==> config.mk <==
export PLATFORM = sky130hd
export DESIGN_NAME = line_clear_unit
export DESIGN_NICKNAME = d
export VERILOG_FILES = /design/src/rtl/tetris_pkg.sv /design/src/rtl/line_clear_unit.sv
export SDC_FILE = /design/constraint.sdc
export NUM_CORES = 1
export LEC_CHECK = 0
export BUFFER_PORTS_ARGS = -buffer_cell sky130_fd_sc_hd__buf_2
export CAP_MARGIN = 20
export CORE_MARGIN = 5
export CORE_UTILIZATION = 29
export DETAILED_ROUTE_END_ITERATION = 10
export PLACE_DENSITY_LB_ADDON = 0.3
export SLEW_MARGIN = 15
export SYNTH_ARGS = -nofsm -noshare
export SYNTH_HDL_FRONTEND = slang
export SYNTH_SLANG_ARGS = --single-unit
==> constraint.sdc <==
create_clock -name clka -period 6.3 [get_ports clka]
set_input_delay 0.63 -clock clka [delete_from_list [all_inputs] [get_ports clka]]
set_output_delay 0.63 -clock clka [all_outputs]
set_load 0.05 [all_outputs]
==> src/rtl/tetris_pkg.sv <==
// Shared Tetris definitions: board geometry, FSM state codes and row helpers.
package tetris_pkg;

    localparam int ROWS = 16;
    localparam int COLS = 10;
    localparam int AW   = 4;

    typedef enum logic [2:0] {
        LC_IDLE = 3'd0,
        LC_RD   = 3'd1,
        LC_EV   = 3'd2,
        LC_WR   = 3'd3,
        LC_FILL = 3'd4,
        LC_DONE = 3'd5
    } lc_state_t;

    typedef enum logic [2:0] {
        MF_IDLE  = 3'd0,
        MF_SPAWN = 3'd1,
        MF_FALL  = 3'd2,
        MF_LAND  = 3'd3,
        MF_CLEAR = 3'd4,
        MF_OVER  = 3'd5
    } mf_state_t;

    function automatic logic is_full(input logic [COLS-1:0] row);
        return &row;
    endfunction

endpackage

==> src/rtl/line_clear_unit.sv <==
// Line clear unit: scans the board bottom-up, flags full rows of the landed
// piece, compacts surviving rows downward and zero-fills the vacated top rows.
module line_clear_unit #(
    parameter int ROWS = tetris_pkg::ROWS,
    parameter int COLS = tetris_pkg::COLS,
    parameter int AW   = tetris_pkg::AW
) (
    input  logic            clka,
    input  logic            restart,
    input  logic            start_clear,
    input  logic [AW-1:0]   base_row,
    output logic            busy,
    output logic [3:0]      which_row,
    output logic [2:0]      lines_cleared,
    output logic            clear_done,
    output logic [AW-1:0]   row_addr,
    output logic            row_wr_en,
    output logic [COLS-1:0] row_wr_data,
    input  logic [COLS-1:0] row_rd_data
);
    import tetris_pkg::*;

    lc_state_t       state, next_state;
    logic [AW-1:0]   src, dst, base;
    logic [COLS-1:0] held;
    logic [3:0]      which_q;
    logic [2:0]      lines_q;
    logic            full;
    logic [AW-1:0]   offset;
    logic            in_window;

    assign full      = is_full(row_rd_data);
    assign offset    = src - base;
    assign in_window = (src >= base) && (offset <= AW'(3));

    always_ff @(posedge clka) begin
        if (restart) begin
            state <= LC_IDLE;
        end else begin
            state <= next_state;
        end
    end

    always_comb begin
        next_state = state;
        case (state)
            LC_IDLE: if (start_clear) next_state = LC_RD;
            LC_RD:   next_state = LC_EV;
            LC_EV: begin
                if (full) begin
                    next_state = (src == '0) ? LC_FILL : LC_RD;
                end else if (src == dst) begin
                    if (src == '0) begin
                        next_state = (lines_q != 3'd0) ? LC_FILL : LC_DONE;
                    end else begin
                        next_state = LC_RD;
                    end
                end else begin
                    next_state = LC_WR;
                end
            end
            LC_WR:   next_state = (src == '0) ? LC_FILL : LC_RD;
            LC_FILL: next_state = (dst == '0) ? LC_DONE : LC_FILL;
            LC_DONE: next_state = LC_IDLE;
            default: next_state = LC_IDLE;
        endcase
    end

    always_comb begin
        busy        = (state != LC_IDLE);
        clear_done  = (state == LC_DONE);
        row_addr    = '0;
        row_wr_en   = 1'b0;
        row_wr_data = '0;
        case (state)
            LC_RD:   row_addr = src;
            LC_WR: begin
                row_addr    = dst;
                row_wr_en   = 1'b1;
                row_wr_data = held;
            end
            LC_FILL: begin
                row_addr  = dst;
                row_wr_en = 1'b1;
            end
            default: ;
        endcase
    end

    // Scan pointers: src walks every row, dst trails it by the number of full rows found.
    always_ff @(posedge clka) begin
        if (restart) begin
            src     <= '0;
            dst     <= '0;
            base    <= '0;
            which_q <= '0;
            lines_q <= '0;
        end else begin
            case (state)
                LC_IDLE: begin
                    if (start_clear) begin
                        base    <= base_row;
                        src     <= AW'(ROWS - 1);
                        dst     <= AW'(ROWS - 1);
                        which_q <= '0;
                        lines_q <= '0;
                    end
                end
                LC_EV: begin
                    if (full) begin
                        if (in_window) which_q[offset[1:0]] <= 1'b1;
                        if (lines_q != 3'd4) lines_q <= lines_q + 3'd1;
                        if (src != '0) src <= src - AW'(1);
                    end else if (src == dst) begin
                        if (src != '0) begin
                            src <= src - AW'(1);
                            dst <= dst - AW'(1);
                        end
                    end
                end
                LC_WR: begin
                    if (src != '0) src <= src - AW'(1);
                    dst <= dst - AW'(1);
                end
                LC_FILL: begin
                    if (dst != '0) dst <= dst - AW'(1);
                end
                default: ;
            endcase
        end
    end

    // Row buffer carries data only, so it is left out of reset.
    always_ff @(posedge clka) begin
        if (state == LC_EV && !full && src != dst) begin
            held <= row_rd_data;
        end
    end

    assign which_row     = which_q;
    assign lines_cleared = lines_q;

endmodule
Word-level counts from Yosys, hierarchy flattened
Index checks and enable logic that the tools add are counted.

operators by class
  bitwise operators = 1
  mux-type cells = 31
  magnitude comparators = 4
  eq/ne operators = 17
  reductions and logical operators = 22
  add/subtract/negate cells = 4

operators with widths
  operator                                              number
  2-to-1 mux 4 bit                                      11
  2-to-1 mux 3 bit                                      8
  != test 2 bit (second input constant)                 8
  one-hot mux 4 bit (2 select lines)                    2
  one-hot mux 4 bit (4 select lines)                    1
  one-hot mux 3 bit (5 select lines)                    1
  one-hot mux 4 bit (3 select lines)                    1
  nonzero test 4 bit                                    3
  2-to-1 mux 10 bit                                     1
  AND reduction 10 bit                                  1
  nonzero test 3 bit                                    3
  zero test 4 bit                                       2
  AND reduction 4 bit                                   2
  subtractor 4 x 1 -> 4 bit (second input constant)     2
  equality test 3 x 2 -> 1 bit (second input constant)  2
  equality test 3 bit (second input constant)           2
  != test 3 bit (second input constant)                 2
  one-hot mux 3 bit (2 select lines)                    1
  AND reduction 6 bit                                   1
  equality test 4 bit                                   1
  >= comparator 4 bit                                   1
  <= comparator 4 x 2 -> 1 bit (second input constant)  1
  logical AND 1 bit                                     4
  2-to-1 mux 1 bit                                      4
  14 further kinds                                      14

storage, ports and cells
  input bits = 17
  register bits = 32
  word-level logic and storage cells = 86
  output and inout bits = 24

Depth between registers and ports, before layout
Gate-level depths: netlist (run 1).

  word-level depth = 9
  gate-level depth with buffers = 8
  depth with buffers taken out = 7

Worst setup path after synthesis (run 1)
No wires, ideal clock.

  path kind = register to output
  start = register state[1]
  end = output row_addr[0]
  required time = 5.670 ns
  path slack = 3.795 ns
  buffers on the path = 1
  stages on the path, launching flop included = 7
  arrival = 1.875 ns
  cell sequence = dfxtp_1 clkbuf_1 inv_1 nor2_1 nand2_1 nand2_1 a22o_1

on the way
  word-level cells in the longest chain between the ends = 3
  elaborated cells on any way between the ends = 5
  those cells by class = eq/ne (3); mux (1); reduce/logical (1)

RTL lines
  what                                                                 RTL line               source
  from (decl)                                                          line_clear_unit.sv:23  lc_state_t state, next_state;
  from (signal assigned)                                               line_clear_unit.sv:40  state <= next_state;
  equality test 3 bit or equality test 3 x 2 -> 1 bit (tied branches)  line_clear_unit.sv:75  case (state)
  OR reduction 2 bit (no line)                                         --
  one-hot mux 4 bit (2 select lines) (*)                               line_clear_unit.sv:75
  to (decl)                                                            line_clear_unit.sv:16  output logic [AW-1:0] row_addr,

Mark *: on every way between the ends. The rest lies on a longest branch, timed or not.

Final worst setup path (run 1)
  start = register state[1]
  end = output row_addr[2]

Same word-level chain as after synthesis.

==> results by group, run 1 <==
Cells and area
  • Nets: 263
  • Ant. Diodes: 0
  • Share of post-route cells with drive strength above 1: roughly 22%
  • Commonest non-fill, non-tap cells in the layout: buf_2 (40), dfxtp_1 (22), nand2_1 (20)
  • FILL cells: roughly 640
  • Commonest non-fill, non-tap cell in the layout: buf_2
  • Post-route cell area: 2150 um2
  • Area delta synth->final: 19.3%

Synthesis
  • Synthesized area: approximately 1800 um2
  • Top_reg_cell synth: dfxtp_1
  • Share of synthesized registers carrying an async set or reset: 0%
  • Post-synth EDFFs: 10
  • Syn. warnings: 0
  • Post-Syn Area per Cell: roughly 9 um2
  • Synth cell types: 53
  • Sequential fraction of the synthesis area: about two fifths
  • Net Count, Synth: approximately 230
  • Synth Register Bits: 32
  • Share of the synthesized area in the top cell type: between 20 and 25%
  • Cells after Synth: between 150 and 200
  • Largest area contributor in the netlist: dfxtp_1
  • Ranking of synthesized cells by area: dfxtp_1 (24%), edfxtp_1 (17%), ha_1 (6.2%)

Floorplan
  • Die area: about 7900 um2
  • Chip width: 88.9 um
  • Num rows: 28
  • Core footprint: roughly 6000 um2
  • Die Y: 88.9 um
  • Io pins: 41
  • Initial Utilization: between 30% and 40%

Clock tree
  • Hold bufs inserted after CTS: 0
  • Latest clock arrival within the worst-skew pair: between 0.2 and 0.3 ns
  • Total CTS buffers: 5
  • Htree depth: 2
  • Clock Pin Slew Worst Setup and Hold Paths: about 0.070 ns
  • Cts repair resizes: 0
  • Clk root buf: clkbuf_8
  • CTS tree: done
  • Postcts setup bufs: 0
  • Clk buf depth: 2
  • Clk sinks: 32

Global route
  • Largest net degree at the start of global routing: 26
  • Global-route wire length before repair: roughly 7.3 mm
  • Congestion Overflow GR: 0
  • Antenna violations before repair: 0
  • Vias in the first global route: around 1.5k
  • Global Route Usage Sum: between 10 and 15%

Critical path
  • Setup CP Type: reg2out
  • Reg2reg end: dst[3]
  • RR Startpoint: state[2]
  • Reg2Reg Depth: 5
  • Worst Setup Start Kind: flop
  • CP cell instances: inv_1 -> nor2_1 -> nand2_1 -> nand2_1 -> a22o_1 -> buf_2
  • Crit path DAT: ~2.3 ns
  • CP max stage delay: between 0.6 and 0.7 ns
  • CP max-delay cell: nor2_1
  • Most used cell, CP: nand2_1
  • CP Max Fanout: 15
  • Reg-to-reg slack, setup: 3.89 ns
  • Critical Path End Type: output port
  • Critical Path RT: about 5.7 ns

Hold path
  • Hold endpoint: which_row[1]
  • Min-Delay Path Class: reg2reg
  • Hold path startpoint: which_row[1]
  • Hold Path Cell Cnt: 2

Detailed routing
  • Initial drt markers: 88
  • Final ANT Viol Nets: 0
  • Per-cell routed wire length: about 14 um
  • DR DRC count: 0
  • TritonRoute pass-1 iters: 4
  • DRT Wirelength: 4.45 mm
  • Via Count: between 1.5k and 2k
  • Drt via density: 5.01

STA
  • Actual slew at the worst max-slew pin: approximately 0.97 ns
  • Tmin final: slightly below 3 ns
  • Max-slew violations: 0
  • Setup skew after layout: 0.00622 ns
  • Final setup TNS: 0 ns
  • RSZ-0062 raised after global routing: false
  • Final setup viols: 0
  • Fmax: between 0.3 and 0.4 GHz
  • Relative slew margins: 35.3%
  • Post-route clock period utilization: 46.1%
  • Final Hold Viols: 0

Power and ir drop
  • Peak supply drop: roughly 0.13 mV
  • Pwr/cell area: roughly 300 nW/um2
  • LEAKAGE: 0.951 nW

Job
  • Max cap viols: 0

Run status
  • Status: finished clean

Place
  • GP Congestion: 0.766
  • Post-DP HPWL: around 3.4 mm
  • Port Buf Inserts: 40
  • Area post-placement: 2050 um2
==> routing by layer <==
layer	track usage, %	routed length, um	share of wire (%)
met1	15.6	1970	44
met2	18.6	2060	46
met3	4.00	340	7.6
met4	5.36	74	1.7
met5	0	0	0
==> kinds of logic (layout without fill, tap and decap cells) <==
group	count (synthesis)	count (layout)	share of synthesized area, %
and+or+nand+nor	75	75	22.9
xor gates and xnor gates	6	6	2.91
DFF	32	32	41.1
adders and majority gates	10	10	7.35
buffers and inverters	28	66	6.24
AOI/OAI and AO/OA	47	47	19.0
muxes	1	1	0.555
==> report_power, final <==
part	leakage, nW	internal [mW]	switching, mW
Sequential	0.271	0.235	0.0337
Combinational	0.629	0.0745	0.122
Clock	0.0515	0.0997	0.0746
Total	0.951	0.409	0.230
==> synth_stat cells, types with 2 or more instances <==
cell type	count
a31oi_1	3
a21oi_1	13
nand3b_1	2
a21o_1	2
nor2_1	10
xor2_1	2
nand2b_1	2
edfxtp_1	10
or2_2	2
xnor2_1	4
inv_1	18
and3_1	11
or3_1	2
nand4_1	4
nand3_1	2
nor3_1	7
a211oi_1	2
dfxtp_1	22
o41ai_1	6
ha_1	9
nand2_1	20
nor3b_1	2
o22ai_1	2
and4_1	2
clkbuf_1	8
a22o_1	3
a311oi_1	3
==> per-stage QoR <==
step | worst slack, ns | hold slack (ns) | util (%) | cells | total power, mW
after floorplan | 3.80 | 0.436 | - | 199 | 0.424
after global placement | 3.79 | 0.443 | 34.3 | 304 | 0.467
after detailed placement | 3.66 | 0.434 | 34.3 | 304 | 0.470
after CTS | 3.37 | 0.458 | 35.9 | 312 | 0.648
after global routing | 3.17 | 0.478 | 35.9 | 312 | 0.688
final | 3.40 | 0.449 | 35.9 | 312 | 0.639
==> cell type report <==
class                   count  area (um2)  share of cell area (%)
flip-flops and latches     32         741                    34.4
repair buffers             40         200                    9.30
clock buffers               8         100                    4.65
well taps                  75        93.8                    4.36
inverters                  18        67.6                    3.14
multi-input cells         139         951                    44.2
==> worst max-delay path by stage <==
stage	from	endpoint	slack [ns]	cells past startpoint
after floorplan	state[1]	row_addr[0]	3.80	6
after global placement	state[1]	row_addr[2]	3.79	6
after detailed placement	state[1]	row_addr[2]	3.66	6
after CTS	state[1]	row_addr[2]	3.37	6
after global routing	state[1]	row_addr[1]	3.17	6
final	state[1]	row_addr[2]	3.40	6
==> state kept, by name, summed over array words and instances (netlist names) <==
name and count:
src 4, dst 4, which_row 4, base 4
state 3, lines_cleared 3, held 10
==> worst max-delay path, delay by kind of cell (launching register included) <==
kind                   cells  cell delay [ns]
buffers and inverters      2             0.38
and+or+nand+nor            3             0.97
AOI/OAI and AO/OA          1             0.16
DFF                        1             0.49
Power figures use the tool's default switching activity.
==> inputs of run 2 (changes only) <==
==> constraint.sdc (replaced) <==
create_clock -name clka -period 3 [get_ports clka]
set_input_delay 0.3 -clock clka [delete_from_list [all_inputs] [get_ports clka]]
set_output_delay 0.3 -clock clka [all_outputs]
set_load 0.05 [all_outputs]
==> run 2 against run 1 <==
Net effect:
- register-to-register slack lost 3.3 ns
- clock skew up 0.0010 ns
- sequential power up 110%
- sequential share of layout area fell by 0.53 points
- power is 120% higher
- combinational power grew 120%
- cell count is 0.96% higher
==> results by group, run 2 (synthesis gave the netlist of run 1 again) <==
Place
  • GP Congestion: 0.824 (was 0.766)
  • Placed cell count: 307 (was 304)
  • Port Buf Inserts: 40 (unchanged)
  • Pre-CTS setup slack: 0.690 ns (was 3.66 ns)
  • Post-DP HPWL: 3.40 mm (was 3.38 mm)

STA
  • Tmin final: 2.36 ns
  • Final setup TNS: 0 ns (unchanged)
  • RSZ-0062 raised after global routing: false (unchanged)
  • Actual slew at the worst max-slew pin: 0.707 ns (was 0.967 ns)
  • Final Hold Viols: 0 (unchanged)
  • Max-slew violations: 0 (unchanged)
  • Fmax: 0.423 GHz
  • Relative slew margins: 52.3% (was 35.3%)
  • Final setup viols: 0 (unchanged)
  • Setup skew after layout: 0.00723 ns (was 0.00622 ns)
  • Post-route clock period utilization: slightly below 80%
  • Post-route setup slack: 0.636 ns (was 3.40 ns)

Clock tree
  • CTS tree: done (unchanged)
  • Clock Pin Slew Worst Setup and Hold Paths: 0.07 ns (about the same)
  • Latest clock arrival within the worst-skew pair: 0.28 ns (about the same)
  • Total CTS buffers: 5 (unchanged)
  • Clk buf depth: 2 (unchanged)
  • Hold bufs inserted after CTS: 0 (unchanged)
  • Clk sinks: 32 (unchanged)
  • Htree depth: 2 (unchanged)
  • Cts repair resizes: 0 (unchanged)
  • Postcts setup bufs: 0 (unchanged)
  • Clk root buf: clkbuf_8 (unchanged)

Cells and area
  • Multi-input gate area: 951 um2 (unchanged)
  • Commonest non-fill, non-tap cells in the layout: buf_2 (40), dfxtp_1 (22), nand2_1 (20) (unchanged)
  • Largest register FFs: 10 (unchanged)
  • Fin cells: 315 (was 312)
  • Commonest non-fill, non-tap cell in the layout: buf_2 (unchanged)
  • Ant. Diodes: 0 (unchanged)
  • Register area: 741 um2 (unchanged)
  • Area delta synth->final: 21.2% (was 19.3%)
  • Nets: 266 (was 263)
  • Share of post-route cells with drive strength above 1: 23.8% (was 22.4%)
  • Top reg by flops: held (unchanged)
  • FILL cells: 623 (was 636)
  • Post-layout utilization of the core: 36.5% (was 35.9%)

Critical path
  • CP cell instances: or3b_4 -> or4b_1 -> and2_1 -> and3_4 -> a311oi_1 (was inv_1 -> nor2_1 -> nand2_1 -> nand2_1 -> a22o_1 -> buf_2)
  • CP max stage delay: 0.59 ns (was 0.69 ns)
  • CP max-delay cell: dfxtp_1 (was nor2_1)
  • Critical Path RT: 3.19 ns (was 5.67 ns)
  • Worst Setup Start Kind: flop (unchanged)
  • Sum of buffers and inverters on the critical path: 0 (was 2)
  • Critical Path End Type: flop (was output port)
  • CP Max Fanout: 15 (unchanged)
  • Setup CP Type: reg2reg (was reg2out)
  • Crit-path leading delay family: simple AND/OR/NAND/NOR gates (unchanged)
  • Crit path DAT: 2.55 ns (was 2.27 ns)
  • Reg-to-reg slack, setup: 0.64 ns (was 3.89 ns)

Detailed routing
  • Initial drt markers: 72 (was 88)
  • Per-cell routed wire length: 14.2 um (was 14.3 um)
  • Via Count: 1639 (was 1564)
  • DR DRC count: 0 (unchanged)
  • Final ANT Viol Nets: 0 (unchanged)
  • DRT Wirelength: 4.47 mm (was 4.45 mm)
  • Drt via density: 5.20 (was 5.01)
  • TritonRoute pass-1 iters: 4 (unchanged)

Hold path
  • Min-Delay Path Class: in2reg (was reg2reg)

Power and ir drop
  • LEAKAGE: 0.970 nW (was 0.951 nW)
  • Power share of the clock group: 29.1% (was 27.3%)
  • Switching part of the total power: 35.3% (was 36.0%)
  • Peak supply drop: 0.203 mV (was 0.130 mV)
  • Logic pwr share: 31.4% (was 30.7%)
  • Pwr Total: 1.40 mW (was 0.639 mW)
  • Pwr/cell area: 638 nW/um2 (was 297 nW/um2)
  • Internal: 0.903 mW (was 0.409 mW)
  • P_sw: 0.493 mW (was 0.230 mW)
  • Power share of the sequential group: 39.5% (was 42.0%)

Floorplan
  • Die area: 7900 um2 (unchanged)
  • Initial Utilization: 30.1% (unchanged)
  • Io pins: 41 (unchanged)
  • Core footprint: 5990 um2 (unchanged)
  • Chip width: 88.9 um (unchanged)
  • Num rows: 28 (unchanged)
  • Die Y: 88.9 um (unchanged)

Global route
  • Global-route wire length before repair: 7.62 mm (was 7.29 mm)
  • Vias in the first global route: 1592 (was 1508)
  • Largest net degree at the start of global routing: 25 (was 26)
  • Global Route Usage Sum: 12.5% (was 12.2%)
  • Antenna violations before repair: 0 (unchanged)
  • Congestion Overflow GR: 0 (unchanged)

Run status
  • Status: finished clean (unchanged)

Job
  • Max cap viols: 0 (unchanged)
==> run 2: cell types whose count changed in the layout (fill, tap and decap cells not counted), sizes merged <==
cell	change
bufinv	+1
clkinv	+1
clkinvlp	+1
buf	+3
clkbuf	-3
==> run 2: worst paths after layout <==
check                  from  endpoint  depth (start not counted)
max reg2reg        state[2]    dst[3]                          5
max                state[2]    dst[3]                          5
min          row_rd_data[7]   held[7]                          1
min reg2reg         base[3]   base[3]                          2
==> run 2: metrics by stage <==
step / area (um2) / hold WS (ns)
global route: 2190 / 0.193
floorplan: 1800 / 0.399
finish: 2190 / 0.204
detailed placement: 2080 / 0.440
CTS: 2190 / 0.198
global placement: 2080 / 0.433
==> run 2: area by class of cell <==
| type | count | share of cell area [%] |
|---|---|---|
| Multi-Input combinational cell | 139 | 43.5 |
| Sequential cell | 32 | 33.9 |
| Timing Repair Buffer | 43 | 10.2 |
| Tap cell | 75 | 4.29 |
| Clock buffer | 5 | 3.15 |
| Inverter | 18 | 3.09 |
| Clock inverter | 3 | 1.95 |
==> run 2: worst reg2reg max path, delay by kind of cell (launching register included) <==
family,cells,cell delay [ns]
DFF,1,0.59
and+or+nand+nor,4,1.45
AOI/OAI and AO/OA,1,0.24
==> run 2: power by group through the flow <==
stage | sequential [mW] | combinational, mW | clock (mW)
2_1_floorplan | 0.541 | 0.350 | 0
3_3_place_gp | 0.561 | 0.436 | 0
3_5_place_dp | 0.561 | 0.438 | 0
4_1_cts | 0.551 | 0.441 | 0.417
5_1_grt | 0.560 | 0.498 | 0.437
6_report | 0.552 | 0.438 | 0.406
==> run 2: routing by layer <==
| layer | routed length [um] | vias to the layer above | part of all wire [%] | global-route usage (%) |
|---|---|---|---|---|
| li1 | - | 814 | - | - |
| met1 | 1990 | 763 | 45 | 16.8 |
| met2 | 2010 | 55 | 45 | 19.1 |
| met3 | 404 | 7 | 9.0 | 3.91 |
| met4 | 65 | 0 | 1.5 | 3.71 |
| met5 | 0 | - | 0 | 0 |
==> inputs of run 3 (changes only) <==
--- a/config.mk
+++ b/config.mk
@@ -5,6 +5,7 @@
 export SDC_FILE = /design/constraint.sdc
 export NUM_CORES = 1
 export LEC_CHECK = 0
+export ABC_AREA = 1
 export BUFFER_PORTS_ARGS = -buffer_cell sky130_fd_sc_hd__buf_2
 export CAP_MARGIN = 20
 export CORE_MARGIN = 5
==> constraint.sdc (replaced) <==
create_clock -name clka -period 2.3 [get_ports clka]
set_input_delay 0.23 -clock clka [delete_from_list [all_inputs] [get_ports clka]]
set_output_delay 0.23 -clock clka [all_outputs]
set_load 0.05 [all_outputs]
==> run 3 against run 2 <==
Net effect:
- die area rose by 7.9%
- flip-flop and latch count did not move
- routed wire length rose by 1.0%
- synthesized cell count rose by 26%
- cell count rose by 19%
- sequential share of layout area fell by 2.6 points
- register-to-register slack got worse by 0.13 ns
- critical path type is now reg2out
==> results by group, run 3 <==
Cells and area
  • Nets: 322 (was 266)
  • Area delta synth->final: 20.6% (was 21.2%)
  • Share of post-route cells with drive strength above 1: 28.0% (was 23.8%)
  • Ant. Diodes: 0 (unchanged)
  • Commonest non-fill, non-tap cell in the layout: inv_1 (was buf_2)
  • Top reg by flops: held (unchanged)
  • Largest register FFs: 10 (unchanged)
  • Commonest non-fill, non-tap cells in the layout: inv_1 (42), buf_2 (40), nand2_1 (33) (was buf_2 (40), dfxtp_1 (22), nand2_1 (20))

Critical path
  • Worst Setup Start Kind: flop (unchanged)
  • CP max stage delay: 0.51 ns (was 0.59 ns)
  • CP Max Fanout: 5 (was 15)
  • Critical Path End Type: output port (was flop)
  • CP max-delay cell: dfxtp_1 (unchanged)
  • Critical Path RT: 2.07 ns (was 3.19 ns)
  • Setup CP Type: reg2out (was reg2reg)
  • CP cell instances: inv_2 -> nor2_1 -> inv_1 -> nor2_1 -> inv_1 -> o22ai_1 -> buf_2 (was or3b_4 -> or4b_1 -> and2_1 -> and3_4 -> a311oi_1)
  • Crit path DAT: 1.76 ns (was 2.55 ns)
  • Reg-to-reg slack, setup: 0.51 ns (was 0.64 ns)
  • Reg2Reg Depth: 11 (was 5)

Detailed routing
  • DRT Wirelength: 4.52 mm (was 4.47 mm)
  • Final ANT Viol Nets: 0 (unchanged)
  • DR DRC count: 0 (unchanged)
  • Via Count: 1712 (was 1639)
  • Drt via density: 4.55 (was 5.20)
  • TritonRoute pass-1 iters: 4 (unchanged)
  • Per-cell routed wire length: 12.0 um (was 14.2 um)
  • Initial drt markers: 67 (was 72)

Power and ir drop
  • Pwr Total: 2.48 mW (was 1.40 mW)
  • Pwr/cell area: 1050 nW/um2 (was 638 nW/um2)
  • Peak supply drop: 0.279 mV (was 0.203 mV)
  • LEAKAGE: 1.11 nW (was 0.970 nW)

STA
  • Final Hold Viols: 0 (unchanged)
  • Post-route clock period utilization: between 80% and 90%
  • Final setup TNS: 0 ns (unchanged)
  • Setup skew after layout: 0.00589 ns (was 0.00723 ns)
  • Relative slew margins: 74.4% (was 52.3%)
  • Actual slew at the worst max-slew pin: 0.384 ns (was 0.707 ns)
  • Max-slew violations: 0 (unchanged)
  • Fmax: 0.501 GHz
  • RSZ-0062 raised after global routing: false (unchanged)
  • Final setup viols: 0 (unchanged)
  • Tmin final: approximately 2.0 ns

Global route
  • Antenna violations before repair: 0 (unchanged)
  • Largest net degree at the start of global routing: 15 (was 25)
  • Grt peak-use layer: met2 (unchanged)
  • Vias in the first global route: 1645 (was 1592)
  • Global Route Usage Sum: 11.1% (was 12.5%)
  • Met1 Use GR: 14.3% (was 16.8%)
  • Congestion Overflow GR: 0 (unchanged)
  • M2 GR Usage: 17.8% (was 19.1%)
  • Global-route wire length before repair: 7.55 mm (was 7.62 mm)
  • Met3 GRT Util: 2.60% (was 3.91%)

Synthesis
  • Compound-Gate Fraction of Synth Area: 12.4% (was 19.0%)
  • Simple-gate area share of the yosys netlist: 31.1% (was 22.9%)
  • Synthesized area: 1960 um2 (was 1800 um2)
  • Top cells by count, synth: inv_1 (42), nand2_1 (33), nor2_1 (30), dfxtp_1 (22), nand3_1 (22) (was dfxtp_1 (22), nand2_1 (20), inv_1 (18), a21oi_1 (13), and3_1 (11))
  • Largest family of logic cells by synthesized area: simple AND/OR/NAND/NOR gates (unchanged)
  • Ranking of synthesized cells by area: dfxtp_1 (22%), edfxtp_1 (15%), inv_1 (8.0%) (was dfxtp_1 (24%), edfxtp_1 (17%), ha_1 (6.2%))
  • Syn. warnings: 0 (unchanged)
  • Synth Register Bits: 32 (unchanged)
  • Post-synth EDFFs: 10 (unchanged)
  • Most frequent cell after synthesis: inv_1 (was dfxtp_1)
  • Cells after Synth: 251 (was 199)
  • Sequential fraction of the synthesis area: 37.7% (was 41.1%)
  • Largest area contributor in the netlist: dfxtp_1 (unchanged)
  • Post-Syn Area per Cell: 7.83 um2 (was 9.07 um2)
  • Top_reg_cell synth: dfxtp_1 (unchanged)
  • Adder-cell share of the synthesized area: 6.75% (was 7.35%)
  • Synth cell types: 32 (was 53)
  • Mux contribution to synthesized area: 0% (was 0.555%)
  • Net Count, Synth: 278 (was 226)
  • Share of the synthesized area in the top cell type: 22.4% (was 24.4%)
  • Share of synthesized registers carrying an async set or reset: 0% (unchanged)
  • Post-synthesis xor/xnor area fraction: 2.68% (was 2.91%)

Place
  • Port Buf Inserts: 40 (unchanged)
  • Post-DP HPWL: 3.55 mm (was 3.40 mm)
  • GP Congestion: 0.813 (was 0.824)

Clock tree
  • Htree depth: 2 (unchanged)
  • Clk root buf: clkbuf_8 (unchanged)
  • Postcts setup bufs: 0 (unchanged)
  • Clock Pin Slew Worst Setup and Hold Paths: 0.07 ns (about the same)
  • CTS tree: done (unchanged)
  • Total CTS buffers: 5 (unchanged)
  • Hold bufs inserted after CTS: 0 (unchanged)
  • Cts repair resizes: 0 (unchanged)
  • Clk sinks: 32 (unchanged)
  • Latest clock arrival within the worst-skew pair: 0.28 ns (about the same)
  • Clk buf depth: 2 (unchanged)

Floorplan
  • Initial Utilization: 29.4% (was 30.1%)
  • Die Y: 92.3 um (was 88.9 um)
  • Chip width: 92.3 um (was 88.9 um)
  • Io pins: 41 (unchanged)
  • Num rows: 30 (was 28)
  • Die area: 8520 um2 (was 7900 um2)
  • Core footprint: 6680 um2 (was 5990 um2)

Job
  • Max cap viols: 0 (unchanged)

Run status
  • Status: finished clean (unchanged)

Hold path
  • Hold Path Cell Cnt: 1 (unchanged)
  • Min-Delay Path Class: in2reg (unchanged)
run 3: layout make-up:
type	count	area (um2)
inverters	46	173
fillers	707	4310
flip-flops and latches	32	741
clock buffers	6	82.6
well taps	80	100
repair buffers	40	200
multi-input cells	170	1040
clock inverters	2	33.8
run 3: worst max-delay path: cells and delay by family, from the launching register on:
family | cells | cell delay [ns]
compound gates | 1 | 0.22
buf+inv | 4 | 0.57
flops | 1 | 0.51
simple gates | 2 | 0.19
run 3: metrics by stage:
step           instances  hold WS (ns)  cell area, um2  utilization [%]  setup slack, ns
5_1_grt              376         0.117            2370             35.4            0.151
2_1_floorplan        251         0.292            1960                -            0.411
6_report             376         0.132            2370             35.4            0.305
3_3_place_gp         368         0.427            2250             33.7            0.554
4_1_cts              376         0.122            2370             35.4            0.296
3_5_place_dp         368         0.423            2250             33.7            0.525
run 3: power by group:
part | switching (mW) | internal, mW | total (mW) | leakage (nW)
clock | 0.213 | 0.349 | 0.562 | 0.0588
combinational | 0.729 | 0.382 | 1.11 | 0.776
sequential | 0.118 | 0.687 | 0.805 | 0.272
run 3: kinds of logic (layout without fill, tap and decap cells):
| kind of cell | after synthesis | after routing |
|---|---|---|
| xor gates and xnor gates | 6 | 6 |
| AOI/OAI and AO/OA | 38 | 38 |
| and+or+nand+nor | 116 | 116 |
| DFF | 32 | 32 |
| buffers and inverters | 49 | 94 |
| adders and majority gates | 10 | 10 |
run 3: path summary, 6_finish.rpt:
kind / start / endpoint
setup reg to reg: src[0] / which_row[3]
setup / recovery: state[0] / row_addr[2]
hold reg to reg: which_row[0] / which_row[0]
hold / removal: row_rd_data[1] / held[1]
run 3: routing by layer:
| layer | vias to the layer above | routed length [um] |
|---|---|---|
| li1 | 896 | - |
| met1 | 767 | 2180 |
| met2 | 41 | 2060 |
| met3 | 8 | 177 |
| met4 | 0 | 103 |
| met5 | - | 0 |
